## config.mk

```make
export PLATFORM = sky130hd
export DESIGN_NAME = komandara_bram_arbiter
export DESIGN_NICKNAME = d
export VERILOG_FILES = /design/src/rtl/komandara_bram_arbiter.sv
export SDC_FILE = /design/constraint.sdc
export NUM_CORES = 1
export LEC_CHECK = 0
export CAP_MARGIN = 20
export CORE_AREA = 5 5 105 107
export CTS_CLUSTER_DIAMETER = 120
export CTS_CLUSTER_SIZE = 16
export DETAILED_ROUTE_END_ITERATION = 12
export DIE_AREA = 0 0 110 112
export PLACE_DENSITY = 0.73
export SYNTH_ARGS = -nofsm -noshare
export SYNTH_HDL_FRONTEND = slang
export SYNTH_SLANG_ARGS = --single-unit
```

## constraint.sdc

```tcl
create_clock -name i_clk -period 1.6 [get_ports i_clk]
set_clock_uncertainty 0.05 [all_clocks]
set_input_delay 0.24 -clock i_clk [delete_from_list [all_inputs] [get_ports i_clk]]
set_output_delay 0.24 -clock i_clk [all_outputs]
set_load 0.01 [all_outputs]
```

## src/rtl/komandara_bram_arbiter.sv

```systemverilog
// Round-robin arbiter sharing one single-port BRAM between the fetch port
// (P0) and the load/store port (P1). Grants are combinational, the BRAM
// response returns one cycle after the grant and is steered back to the
// port that issued it. A saturating counter tracks contention cycles.
module komandara_bram_arbiter #(
    parameter int ADDR_WIDTH = 14,
    parameter int DATA_WIDTH = 32,
    parameter int CNT_WIDTH  = 16
) (
    input  logic                    i_clk,
    input  logic                    i_rst_n,

    input  logic                    i_p0_req,
    input  logic                    i_p0_we,
    input  logic [ADDR_WIDTH-1:0]   i_p0_addr,
    input  logic [DATA_WIDTH-1:0]   i_p0_wdata,
    input  logic [DATA_WIDTH/8-1:0] i_p0_wstrb,
    output logic                    o_p0_gnt,
    output logic                    o_p0_rvalid,
    output logic [DATA_WIDTH-1:0]   o_p0_rdata,

    input  logic                    i_p1_req,
    input  logic                    i_p1_we,
    input  logic [ADDR_WIDTH-1:0]   i_p1_addr,
    input  logic [DATA_WIDTH-1:0]   i_p1_wdata,
    input  logic [DATA_WIDTH/8-1:0] i_p1_wstrb,
    output logic                    o_p1_gnt,
    output logic                    o_p1_rvalid,
    output logic [DATA_WIDTH-1:0]   o_p1_rdata,

    output logic                    o_mem_req,
    output logic                    o_mem_we,
    output logic [ADDR_WIDTH-1:0]   o_mem_addr,
    output logic [DATA_WIDTH-1:0]   o_mem_wdata,
    output logic [DATA_WIDTH/8-1:0] o_mem_wstrb,
    input  logic                    i_mem_rvalid,
    input  logic [DATA_WIDTH-1:0]   i_mem_rdata,

    input  logic                    i_cnt_clr,
    output logic [CNT_WIDTH-1:0]    o_conflict_cnt
);

    localparam int STRB_WIDTH = DATA_WIDTH / 8;

    // last_q remembers the most recently granted port; the other one wins a tie
    logic                 last_q, last_d;
    logic                 owner_vld_q, owner_vld_d;
    logic                 owner_q, owner_d;
    logic [CNT_WIDTH-1:0] cnt_q, cnt_d;

    logic                 grant0;
    logic                 grant1;
    logic                 contention;

    assign contention = i_p0_req & i_p1_req;

    // Combinational arbitration: a lone requester wins, a tie goes to the port not granted last
    always_comb begin
        grant0 = 1'b0;
        grant1 = 1'b0;
        if (i_rst_n) begin
            if (contention) begin
                grant0 = last_q;
                grant1 = ~last_q;
            end else begin
                grant0 = i_p0_req;
                grant1 = i_p1_req;
            end
        end
    end

    assign o_p0_gnt    = grant0;
    assign o_p1_gnt    = grant1;

    assign o_mem_req   = grant0 | grant1;
    assign o_mem_we    = grant1 ? i_p1_we    : (grant0 & i_p0_we);
    assign o_mem_wstrb = grant1 ? i_p1_wstrb : (grant0 ? i_p0_wstrb : {STRB_WIDTH{1'b0}});
    assign o_mem_addr  = grant1 ? i_p1_addr  : i_p0_addr;
    assign o_mem_wdata = grant1 ? i_p1_wdata : i_p0_wdata;

    // The BRAM answers every accepted access one cycle later; only the issuing port sees it
    assign o_p0_rvalid = owner_vld_q & ~owner_q & i_mem_rvalid;
    assign o_p1_rvalid = owner_vld_q &  owner_q & i_mem_rvalid;
    assign o_p0_rdata  = i_mem_rdata;
    assign o_p1_rdata  = i_mem_rdata;

    assign o_conflict_cnt = cnt_q;

    // Next-state for the round-robin pointer, response owner and contention counter
    always_comb begin
        last_d      = last_q;
        owner_vld_d = grant0 | grant1;
        owner_d     = grant1;
        cnt_d       = cnt_q;
        if (grant0 | grant1) begin
            last_d = grant1;
        end
        if (i_cnt_clr) begin
            cnt_d = {CNT_WIDTH{1'b0}};
        end else if (contention && !(&cnt_q)) begin
            cnt_d = cnt_q + {{(CNT_WIDTH-1){1'b0}}, 1'b1};
        end
    end

    // State registers with synchronous active-low reset; P0 wins the first tie after reset
    always_ff @(posedge i_clk) begin
        if (!i_rst_n) begin
            last_q      <= 1'b1;
            owner_vld_q <= 1'b0;
            owner_q     <= 1'b0;
            cnt_q       <= {CNT_WIDTH{1'b0}};
        end else begin
            last_q      <= last_d;
            owner_vld_q <= owner_vld_d;
            owner_q     <= owner_d;
            cnt_q       <= cnt_d;
        end
    end

endmodule

```

---- Word-level counts from Yosys, hierarchy flattened ----
Cells that the tools add are included.
Widths: inputs -> output; s select.
word-level totals
  flip-flop bits (word level) ............. 19
  latch bits .............................. 0
  memory bits (writable) .................. 0
  memory bits (read-only) ................. 0
  input port bits ......................... 140
  output and inout port bits .............. 136
  word-level logic and storage cells ...... 28
  memories ................................ 0
cells by class
  add/subtract/negate cells ............... 1
  multipliers ............................. 0
  div/mod/pow operators ................... 0
  $lt $le $gt $ge ......................... 0
  equality and inequality tests ........... 0
  shift operators ......................... 0
  mux-type cells .......................... 9
  bitwise operators ....................... 10
  reductions and logical operators ........ 4
operator list
  cell                   count
  $mux 32                1
  $add 16x1->16 const B  1
  $reduce_and 16->1      1
  $mux 14                1
  $mux 4                 2
  $and 1x1->1            6
  $mux 1                 5
  $not 1->1              3
  $reduce_or 2->1        1
  $logic_and 1x1->1      1
  $logic_not 1->1        1
  $or 1x1->1             1

---- Logic depth before layout (Yosys ltp) ----
  depth in word-level cells ............... 5
  mapped depth ............................ 6

---- Least setup slack after synthesis ----
Ideal clock, no wire load.
  path kind ............................... register -> register
  start ................................... register cnt_q[0] (netlist: o_conflict_cnt[0])
  end ..................................... register cnt_q[8] (netlist: o_conflict_cnt[8])
  arrival ................................. 1.532 ns
  slack ................................... -0.052 ns
  cell stages (with the launch flop) ...... 6
  buffers on the path ..................... 0
  clock period less this slack ............ 1.652 ns
  cells stage by stage .................... dfxtp_1 ha_1 and3_4 nand2_4 or4_1 a21oi_1
on the way
  word-level cells in the longest chain between the ends .. 3
RTL lines
  item                                                   RTL line  source
  from (decl)                                            49        logic [CNT_WIDTH-1:0] cnt_q, cnt_d;
  from (signal assigned)                                 111       cnt_q <= {CNT_WIDTH{1'b0}};
  from (signal assigned)                                 116       cnt_q <= cnt_d;
  branches (longest 3 deep; another with $add 16x1->16)  n/a
Several ways; the timed one is not identified.
A chain may end at the register's enable or synchronous reset.

---- Worst setup path after layout ----
  start ................................... register last_q
  end ..................................... output port o_mem_wdata[19]
on the way
  word-level cells in the longest chain between the ends .. 4
RTL lines
  item                    RTL line  source
  from (decl)             46        logic last_q, last_d;
  from (signal assigned)  113       last_q <= last_d;
  $not 1->1               64        grant1 = ~last_q;
  $mux 1                  62        if (contention) begin
  $mux 1                  61        if (i_rst_n) begin
  $mux 32                 79        assign o_mem_wdata = grant1 ? i_p1_wdata : i_p0_wdata;
  to (decl)               34        output logic [DATA_WIDTH-1:0] o_mem_wdata,
Every way passes these cells.

==> impl_metrics.yaml <==
drt:
  antenna_left: 0
  drtPass1Iterations: 4
  drt-total-wl_um: 11600
  vias_per_cell: 4.52
  avgRoutedWirePerCell_um: 21.9
  drc: 0
  dr.first_iter.drc_count: 72
  vias: 2402
timing:
  clock.fmax_mhz: 509
  hold_viol_final: 0
  worst_slack_ns: -0.364
  maxSlewHeadroom: 0.796
  drv_slew: 0
  period_minus_slack_ns: 1.96
  rsz0062_at_grt: "yes"
  tightest_slew_ns: 0.304
  finalCritPeriodShare: 1.23
  whs_ns: 0.429
  setup_viol: 52
synth:
  synth-edff-count: 0
  synthSimpleGateAreaFrac: 0.189
  synth_xor_area_frac: 0
  synth.area.top_cells: "mux2_2 (24%), buf_4 (23%), dfxtp_1 (18%)"
  netlist_area_um2: 2120
  synth-async-reset-ratio: 0
  yosys.area.top_type_share: 0.245
  yosys_register_bits: 19
  synth_compound_area_frac: 0.112
  syn_area_per_cell_um2: 8.74
  synthMuxAreaShare: 0.254
  syn-num-nets: 383
  yosys.area.top_type: "mux2_2"
  synth_ff_type: "dfxtp_1"
  yosys_warnings: 0
  ys_seq_area_frac: 0.180
  synth_cell_types: 37
  synth_top_family_by_area: "buffers and inverters"
  post_synth_fa_ha_maj_area_fraction: 0.00591
  synthCells: 242
setup_path:
  worst-path-max-fanout: 6
  endpoint_kind: "output pin"
  worstPathRequired_ns: 1.31
  crit_start: "last_q"
  startpoint_type: "flip-flop"
  critPathMaxStageDelay_ns: 0.33
  worstReg2RegStart: "o_conflict_cnt[1]"
  cp.arrival_ns: 1.67
  r2r_slack_ns: 0.06
  path_cells: "nand2_2, and3_4, buf_12, buf_12, buf_16, mux2_4, buf_6"
  path_class: "flip-flop to output pin"
  path_common_cell: "buf_12"
  cp_slowest_cell: "dfxtp_2"
clock_network:
  clockBufferDepth: 2
  clk_pin_slew_ns: 0.07
  ctsHoldBuffers: 0
  insertion_delay_ns: 0.26
  root_buffer: "clkbuf_8"
  tritoncts: "yes"
  cts.sinks: 19
  cts.htree.levels: 1
  cts_buffers: 3
placed_design:
  hpwl_um: 8850
  pre_cts_ws_ns: -0.915
  globalplace.congestion: 0.925
  io_buffer_count: 179
worst_hold_path:
  worstHoldStart: "i_rst_n"
  hold_class: "primary input to flip-flop"
job:
  drv_cap: 0
cells_and_area:
  final_cell_mix: "clkdlybuf4s50_1 (111), buf_6 (53), mux2_4 (46)"
  diodes: 0
  syn_to_final_growth_pct: 110
  final_common_cell: "clkdlybuf4s50_1"
  fin_nets: 538
  layout-drive-gt1-share: 0.447
  fillers: 924
pwr:
  power_density_nw_per_um2: 404
  ir_drop_v: 0.000263
  leakagePower_nw: 1.96
global_routing:
  antenna_found_initial: 0
  grt.total_usage: 0.171
  grt_overflow_total: 0
  grt_start_max_net_pins: 13
  grt_pass1_vias: 2583
  grt_pass1_wl_um: 15800
floorplanning:
  initial_core_util: 0.211
  die_h_um: 112
  rows: 37
  ios: 276
  core_area_um2: 10000
  die_x_um: 110
  dieArea_um2: 12300
status:
  outcome: "finished with violations"
  failed_checks: "negative setup slack"
==> registers in the layout, summed over array words and instances (netlist names) <==
name,flops
last_q,1
owner_q,1
o_conflict_cnt,16
owner_vld_q,1
==> synth_stat cells (3+ instances only) <==
cell type,n
or3_1,4
nand2b_1,3
buf_2,7
nor2_1,5
dfxtp_1,19
a22o_1,5
o21ai_0,6
or4_1,6
nand4_1,4
nand2_1,9
buf_4,65
inv_1,3
mux2_2,46
and4_1,3
nor4_1,3
nand3_1,8
o21a_1,5
and3_1,4
a21oi_1,11
o31ai_1,5
==> power by group <==
group	switching [mW]	internal, mW
Combinational	0.318	0.653
Clock	0.173	0.176
Sequential	0.00352	0.470
==> what timing repair did <==
action                                  in CTS  in global routing
pin swaps                                    8                  2
endpoints found under the setup margin      72                 75
buffers inserted                             7                  2
gates cloned                                 7                  0
gates resized for setup                    348                 25
==> critical path, delay by kind of cell (launching register included) <==
| kind | cells | cell delay (ns) |
|---|---|---|
| buf+inv | 4 | 0.51 |
| simple gates | 2 | 0.27 |
| flops | 1 | 0.33 |
| mux | 1 | 0.31 |
==> final timing paths <==
check | end | cells after the start
worst max register to register | o_conflict_cnt[9] | 6
worst min-delay path | last_q | 3
worst min register to register | o_conflict_cnt[15] | 2
worst max-delay path | o_mem_wdata[19] | 7
==> layout make-up <==
cell class	instances	area (um2)	area share
Clock buffer	3	41.3	0.00929
Clock inverter	1	7.51	0.00169
Inverter	3	11.3	0.00253
Multi-Input combinational cell	146	1410	0.317
Sequential cell	19	410	0.0924
Tap cell	136	170	0.0383
Timing Repair Buffer	224	2390	0.539
==> logic make-up (layout without fill, tap and decap cells) <==
logic type,Yosys count,count (layout)
buffers and inverters,77,231
AND/OR/NAND/NOR,61,61
multiplexers,48,48
AO/OA/AOI/OAI,36,36
flip-flops,19,19
adder cells (fa/ha/maj),1,1
==> through the flow <==
stage	cells	setup TNS, ns	cell area, um2	power [mW]	utilization
2_1_floorplan	242	-0.849	2120	0.885	-
3_3_place_gp	514	-44.66	3790	1.25	0.377
3_5_place_dp	514	-45.89	3790	1.26	0.377
4_1_cts	532	-17.04	4380	1.80	0.436
5_1_grt	532	-19.50	4440	1.88	0.442
6_report	532	-16.38	4440	1.79	0.442
==> per-layer routing <==
layer | track usage | up-vias | share of wire
li1 | - | 1127 | -
met1 | 0.182 | 1115 | 0.35
met2 | 0.299 | 103 | 0.50
met3 | 0.0586 | 57 | 0.10
met4 | 0.0773 | 0 | 0.047
met5 | 0 | - | 0
Power figures use the tool's default switching activity.
